## config.mk

```make
export PLATFORM = sky130hd
export DESIGN_NAME = dmem_arbiter_flat
export DESIGN_NICKNAME = d
export VERILOG_FILES = /design/src/rtl/dmem_arbiter_if.sv /design/src/rtl/dmem_arbiter.sv /design/src/flat_wrapper.sv
export SDC_FILE = /design/constraint.sdc
export NUM_CORES = 1
export LEC_CHECK = 0
export BUFFER_PORTS_ARGS = -buffer_cell sky130_fd_sc_hd__buf_2
export CAP_MARGIN = 5
export CORE_MARGIN = 10
export CORE_UTILIZATION = 40
export DETAILED_ROUTE_END_ITERATION = 7
export PLACE_DENSITY = 0.83
export SLEW_MARGIN = 30
export SYNTH_ARGS = -nofsm -noshare
export SYNTH_HDL_FRONTEND = slang
export SYNTH_SLANG_ARGS = --single-unit
```

## constraint.sdc

```tcl
create_clock -name clk -period 1.5 [get_ports clk]
set_clock_uncertainty 0.05 [all_clocks]
set_input_delay 0 -clock clk [delete_from_list [all_inputs] [get_ports clk]]
set_output_delay 0 -clock clk [all_outputs]
set_load 0.005 [all_outputs]
```

## src/rtl/dmem_arbiter_if.sv

```systemverilog
// dmem_arbiter_if: requester, response and memory-pin bundle for dmem_arbiter
// Ports (slave = arbiter view):
//   req0_*/req1_*  valid, we, addr, wdata in; ready out
//   rsp0_valid/rsp1_valid, rsp_rdata  response out
//   mem_we, mem_a, mem_wd out; mem_rd in (combinational from mem_a)
//   busy out
interface dmem_arbiter_if #(
    parameter int AW = 5,
    parameter int DW = 32
);
    logic          req0_valid, req0_we, req0_ready, rsp0_valid;
    logic [AW-1:0] req0_addr;
    logic [DW-1:0] req0_wdata;
    logic          req1_valid, req1_we, req1_ready, rsp1_valid;
    logic [AW-1:0] req1_addr;
    logic [DW-1:0] req1_wdata;
    logic [DW-1:0] rsp_rdata;
    logic          mem_we;
    logic [AW-1:0] mem_a;
    logic [DW-1:0] mem_wd, mem_rd;
    logic          busy;
    modport slave (
        input  req0_valid, req0_we, req0_addr, req0_wdata,
        input  req1_valid, req1_we, req1_addr, req1_wdata, mem_rd,
        output req0_ready, rsp0_valid, req1_ready, rsp1_valid, rsp_rdata,
        output mem_we, mem_a, mem_wd, busy
    );
    modport master (
        output req0_valid, req0_we, req0_addr, req0_wdata,
        output req1_valid, req1_we, req1_addr, req1_wdata, mem_rd,
        input  req0_ready, rsp0_valid, req1_ready, rsp1_valid, rsp_rdata,
        input  mem_we, mem_a, mem_wd, busy
    );
endinterface

```

## src/rtl/dmem_arbiter.sv

```systemverilog
// dmem_arbiter: two-requester arbiter/sequencer in front of a single-port data memory
// Ports: clk; rst (async, active-low); bus (dmem_arbiter_if.slave) carrying both
//   requester handshakes, the one-cycle response pulses with rsp_rdata, the
//   registered memory pins mem_we/mem_a/mem_wd, mem_rd and busy.
// Option: DMEM_ARB_RR_EN selects round-robin arbitration; otherwise requester 0
//   has fixed priority.
module dmem_arbiter #(
    parameter int AW = 5,
    parameter int DW = 32
) (
    input  logic          clk,
    input  logic          rst,
    dmem_arbiter_if.slave bus
);
    localparam logic [1:0] IDLE = 2'd0, ACCESS = 2'd1, RESP = 2'd2;
    logic [1:0]    state;
    logic          gnt, win1, idle;
    logic          mem_we_q, rsp0_q, rsp1_q;
    logic [AW-1:0] mem_a_q;
    logic [DW-1:0] mem_wd_q, rdata_q;
`ifdef DMEM_ARB_RR_EN
    logic rr_last;
    always_ff @(posedge clk or negedge rst)
        if (!rst) rr_last <= 1'b1;
        else if (state == RESP) rr_last <= gnt;
    // on contention the requester that was not served last wins
    assign win1 = bus.req1_valid & (~bus.req0_valid | ~rr_last);
`else
    assign win1 = bus.req1_valid & ~bus.req0_valid;
`endif
    assign idle           = state == IDLE;
    assign bus.req0_ready = idle & bus.req0_valid & ~win1;
    assign bus.req1_ready = idle & win1;
    assign bus.busy       = ~idle;
    assign bus.mem_we     = mem_we_q;
    assign bus.mem_a      = mem_a_q;
    assign bus.mem_wd     = mem_wd_q;
    assign bus.rsp0_valid = rsp0_q;
    assign bus.rsp1_valid = rsp1_q;
    assign bus.rsp_rdata  = rdata_q;
    always_ff @(posedge clk or negedge rst) begin
        if (!rst) begin
            state    <= IDLE;
            gnt      <= 1'b0;
            mem_we_q <= 1'b0;
            mem_a_q  <= '0;
            mem_wd_q <= '0;
            rsp0_q   <= 1'b0;
            rsp1_q   <= 1'b0;
            rdata_q  <= '0;
        end else begin
            case (state)
                IDLE: if (bus.req0_valid | bus.req1_valid) begin
                    gnt      <= win1;
                    mem_we_q <= win1 ? bus.req1_we    : bus.req0_we;
                    mem_a_q  <= win1 ? bus.req1_addr  : bus.req0_addr;
                    mem_wd_q <= win1 ? bus.req1_wdata : bus.req0_wdata;
                    state    <= ACCESS;
                end
                ACCESS: begin
                    // a write leaves the previous read data on rsp_rdata
                    if (!mem_we_q) rdata_q <= bus.mem_rd;
                    mem_we_q <= 1'b0;
                    rsp0_q   <= ~gnt;
                    rsp1_q   <= gnt;
                    state    <= RESP;
                end
                RESP: begin
                    rsp0_q <= 1'b0;
                    rsp1_q <= 1'b0;
                    state  <= IDLE;
                end
                default: state <= IDLE;
            endcase
        end
    end
endmodule
```

## src/flat_wrapper.sv

```systemverilog
// flat-port wrapper written by rule: the top's interface ports become plain ports
module dmem_arbiter_flat 
#(
    parameter int AW = 5,
    parameter int DW = 32
)
  (clk, rst, bus_req0_valid, bus_req0_we, bus_req0_addr, bus_req0_wdata, bus_req1_valid, bus_req1_we, bus_req1_addr, bus_req1_wdata, bus_mem_rd, bus_req0_ready, bus_rsp0_valid, bus_req1_ready, bus_rsp1_valid, bus_rsp_rdata, bus_mem_we, bus_mem_a, bus_mem_wd, bus_busy);
  dmem_arbiter_if #(.AW(AW), .DW(DW)) bus_i ();
  input  logic clk;
  input  logic rst;
  input wire logic [$bits(bus_i.req0_valid)-1:0] bus_req0_valid;
  input wire logic [$bits(bus_i.req0_we)-1:0] bus_req0_we;
  input wire logic [$bits(bus_i.req0_addr)-1:0] bus_req0_addr;
  input wire logic [$bits(bus_i.req0_wdata)-1:0] bus_req0_wdata;
  input wire logic [$bits(bus_i.req1_valid)-1:0] bus_req1_valid;
  input wire logic [$bits(bus_i.req1_we)-1:0] bus_req1_we;
  input wire logic [$bits(bus_i.req1_addr)-1:0] bus_req1_addr;
  input wire logic [$bits(bus_i.req1_wdata)-1:0] bus_req1_wdata;
  input wire logic [$bits(bus_i.mem_rd)-1:0] bus_mem_rd;
  output wire logic [$bits(bus_i.req0_ready)-1:0] bus_req0_ready;
  output wire logic [$bits(bus_i.rsp0_valid)-1:0] bus_rsp0_valid;
  output wire logic [$bits(bus_i.req1_ready)-1:0] bus_req1_ready;
  output wire logic [$bits(bus_i.rsp1_valid)-1:0] bus_rsp1_valid;
  output wire logic [$bits(bus_i.rsp_rdata)-1:0] bus_rsp_rdata;
  output wire logic [$bits(bus_i.mem_we)-1:0] bus_mem_we;
  output wire logic [$bits(bus_i.mem_a)-1:0] bus_mem_a;
  output wire logic [$bits(bus_i.mem_wd)-1:0] bus_mem_wd;
  output wire logic [$bits(bus_i.busy)-1:0] bus_busy;
  assign bus_i.req0_valid = bus_req0_valid;
  assign bus_i.req0_we = bus_req0_we;
  assign bus_i.req0_addr = bus_req0_addr;
  assign bus_i.req0_wdata = bus_req0_wdata;
  assign bus_i.req1_valid = bus_req1_valid;
  assign bus_i.req1_we = bus_req1_we;
  assign bus_i.req1_addr = bus_req1_addr;
  assign bus_i.req1_wdata = bus_req1_wdata;
  assign bus_i.mem_rd = bus_mem_rd;
  assign bus_req0_ready = bus_i.req0_ready;
  assign bus_rsp0_valid = bus_i.rsp0_valid;
  assign bus_req1_ready = bus_i.req1_ready;
  assign bus_rsp1_valid = bus_i.rsp1_valid;
  assign bus_rsp_rdata = bus_i.rsp_rdata;
  assign bus_mem_we = bus_i.mem_we;
  assign bus_mem_a = bus_i.mem_a;
  assign bus_mem_wd = bus_i.mem_wd;
  assign bus_busy = bus_i.busy;
  dmem_arbiter #(.AW(AW), .DW(DW)) u_core (.clk(clk), .rst(rst), .bus(bus_i));
endmodule
```

# Yosys cells after proc, flatten, opt, wreduce, memory -nomap -nowiden
# Cells that the tools add are included.
# totals
out_inout_bits	75
regBits	75
elab_cells	36
# classes
eq_ne	3
n_reduce_logical	6
n_mux	9
n_bitwise	10
# ops
cell	count
two-way mux 32 bit	1
case mux 1 bit (2 select lines)	3
AND reduction 2 bit	3
two-way mux 5 bit	1
inverter 1 bit	5
AND 1 bit	4
case mux 2 bit (2 select lines)	1
nonzero test 2 bit	2
== test 2 x 1 -> 1 bit (second input constant)	1
== test 2 bit (second input constant)	1
logical NOT 2 bit	1
two-way mux 1 bit	2
two-way mux 2 bit	1
inequality test 2 bit (second input constant)	1
OR 1 bit	1

# Longest topological paths before layout
# depth
word_depth	5
ltp_mapped	7

# Worst setup path after synthesis
# Ideal clock, no wire load.
# synth_timing
path_type	reg2reg
from	register u_core.state[1]
to	register u_core.rdata_q[0] (netlist: u_core.bus.rsp_rdata[0])
stages_incl_launch_ff	7
arrival_time_ns	1.354
n_path_buf	2
period_less_slack_ns	1.532
setup_time_ns	0.128
setup_slack_ns	-0.032
cell_sequence	dfrtp_1 inv_1 ha_1 nor2b_1 buf_2 buf_4 mux2_1
# synth_between
elab_chain_cells	2
# synth_lines
element	line	rtl
start: declaration	dmem_arbiter.sv:16	logic [1:0] state;
start signal: assignment	dmem_arbiter.sv:43	state <= IDLE;
start signal: assignment	dmem_arbiter.sv:58	state <= ACCESS;
start signal: assignment	dmem_arbiter.sv:66	state <= RESP;
== test 2 x 1 -> 1 bit	dmem_arbiter.sv:52	case (state)
AND reduction 2 bit (no source line)	-	
end signal: assignment	dmem_arbiter.sv:62	if (!mem_we_q) rdata_q <= bus.mem_rd;
end: declaration	dmem_arbiter.sv:20	logic [DW-1:0] mem_wd_q, rdata_q;
# No other way between the ends.
# A chain may end at the register's enable or synchronous reset.

# Final worst setup path
# layout_timing
from	register u_core.state[1]
to	register u_core.rdata_q[17] (netlist: u_core.bus.rsp_rdata[17])
# Same word-level chain as after synthesis.

==> flow_summary.yaml <==
cts:
  cts_root_buf: "clkbuf_8"
  cts_buffer_depth: 2
  cts_sinks: 75
  tritoncts: "done"
  clock_latency_ns: 0.33
  cts.clk_slew.worst_paths_ns: 0.08
  h-tree-depth: 3
  cts_made_buffers: 9
cells_and_area:
  seqCellArea_mm2: 0.00188
  synthToLayoutAreaGrowth_pct: 80.4
  fillCellCount: 498
  drive_gt1_share_pct: 43.6
  nets: 685
  multi_input_area_mm2: 0.00138
synth:
  ys_ff_latch: 75
  synth_top_area_share_pct: 57.5
  avgSynthCellArea_um2: 12.5
  syn_area_mm2: 0.00326
  syn_nets: 378
  yosysMostFrequentCell: "dfrtp_1"
  yosys-top-cells-area: "dfrtp_1, mux2_1, mux2i_1"
  yosys-top-cells-count: "dfrtp_1, nand2_1, o21ai_1"
  synth_area_leader_cell: "dfrtp_1"
  synthFlopType: "dfrtp_1"
  ys_types: 22
  synth-edff-count: 0
  yosysSeqAreaShare_pct: 57.5
  async_flop_share_pct: 100
  yosys_warnings: 0
  netlist_instances: 262
worst_setup_path:
  arrival_ns: 1.70
  crit_type: "reg -> reg"
  cp-end-kind: "register"
  cp_max_fo: 8
  critPathLaunch: "u_core.state[1]"
  cp-start-kind: "register"
  cp_data_required_time_ns: 1.67
  r2r_start: "u_core.state[1]"
timing:
  finalCritPeriodShare_pct: 102
  setup_viol: 22
  fin_crit_ns: 1.53
  maxSlewViolCount: 0
  relSlewSlack_pct: 71.8
  rsz0062_at_grt: "true"
  setup_tns_ns: -0.247
  fin_ws_ns: -0.0272
  hold_viol: 0
  worstMarginPinSlew_ns: 0.423
  max_freq_ghz: 0.655
grt:
  grtUsageTotal_pct: 20.9
  grt_pass1_vias: 3794
  grt_overflow: 0
  grt_first_pass_wirelength_um: 19700
  antenna_found_initial: 1
  grt_max_degree: 75
place:
  io_buffers: 186
  dp_hpwl_um: 7320
  gp_congestion: 0.762
drt:
  vias: 3347
  routedWlPerCell_um: 19.6
  drt_iter0_markers: 135
  dr.pass1.iters: 4
  drc: 0
  route.antenna.remaining_nets: 0
  viasPerCell: 4.94
  wl_um: 13300
min_path:
  hp-class: "in -> reg"
  min_from: "bus_req0_valid"
power:
  irDropWorstVdd_v: 0.000757
  p_leak_nw: 3.10
  p_total_w: 0.0102
  power_per_cell_area_mw_per_mm2: 1740
floorplanning:
  start_util_pct: 41.6
  dieWidth_um: 110
  die_h_um: 110
  top_level_ports: 187
  core_mm2: 0.00785
  fp-row-count: 32
  die_area_mm2: 0.0122
run:
  drv_cap: 0
status:
  violations: "setup timing"
  status: "complete, but fails checks"
## path summary, 6_finish.rpt
kind / endpoint / cells past startpoint / slack (ns)
setup / recovery: u_core.bus.rsp_rdata[17] / 6 / -0.03
hold / removal: u_core.bus.mem_we / 4 / 0.02
setup reg to reg: u_core.bus.rsp_rdata[17] / 6 / -0.03
hold reg to reg: u_core.bus.mem_a[2] / 2 / 0.43
max in group asynchronous: u_core.bus.rsp_rdata[31] / 3 / 0.71
min in group asynchronous: u_core.bus.rsp_rdata[16] / 2 / 0.11
## worst max-delay path, cell delays in order, from the launching register on
cell     delay (ns)
dfrtp_1        0.40
inv_2          0.09
ha_4           0.13
nor2b_4        0.15
buf_6          0.14
buf_16         0.13
mux2_1         0.33
## cell usage in the layout, fill, tap and decap left out, drive strengths merged, types with 5 or more instances in the layout
master	instances
buf	202
clkbuf	12
dfrtp	75
dlygate4sd3	108
mux2	35
mux2i	37
nand2	38
nor2	5
o21ai	39
## per-layer routing
metal / vias to the layer above / part of all wire [%] / GRT usage (%)
met1: 1609 / 37 / 21.8
li1: 1515 / - / -
met4: 0 / 2.7 / 9.45
met5: - / 0 / 0
met3: 35 / 8.3 / 6.04
met2: 188 / 52 / 38.2
## logic make-up (layout without fill, tap and decap cells)
family / after synthesis / count (layout) / synth area share [%]
mux: 72 / 72 / 23.4
other cells: 0 / 2 / 0
fa+ha+maj: 4 / 4 / 1.53
compound gates: 42 / 42 / 6.63
flops: 75 / 75 / 57.5
buf+inv: 20 / 331 / 4.56
simple gates: 49 / 49 / 6.33
## final cells by class
cell class              instances  area share (%)
repair buffers                312            38.8
well taps                     102            2.17
flip-flops and latches         75            31.9
clock inverters                 5            1.34
inverters                       4           0.255
multi-input cells             167            23.4
clock buffers                  10            2.17
diodes                          2          0.0850
## state kept, by name, indices dropped and copies added, names as in the netlist
register	flops
u_core.bus.rsp1_valid	1
u_core.bus.mem_a	5
u_core.state	2
u_core.bus.mem_we	1
u_core.bus.rsp_rdata	32
u_core.bus.rsp0_valid	1
u_core.gnt	1
u_core.bus.mem_wd	32
## through the flow
step	instances	setup WS (ns)	util, %	area, µm²	hold WS, ns
after floorplan	262	0.00798	-	3280	-0.346
after global placement	543	-0.00581	55.1	4320	-0.0860
after detailed placement	543	-0.0571	55.1	4320	-0.0791
after CTS	671	-0.0679	72.8	5710	0.00160
after global routing	676	-0.0630	75.0	5890	0.0317
final	677	-0.0272	75.0	5890	0.0229
## repair_timing
action,in CTS,in global routing
endpoints found under the setup margin,40,75
hold buffers,108,0
resized for setup,7,27
hold endpoints to repair,145,0
buffers inserted,3,2
gates cloned,2,2
pin swaps,0,0
## where the power goes
group / switching [W] / leakage, nW / internal [W]
sequential: 0.000633 / 0.904 / 0.00306
clock: 0.000699 / 0.106 / 0.000926
combinational: 0.00218 / 2.09 / 0.00275
(Power assumes the default switching activity.)
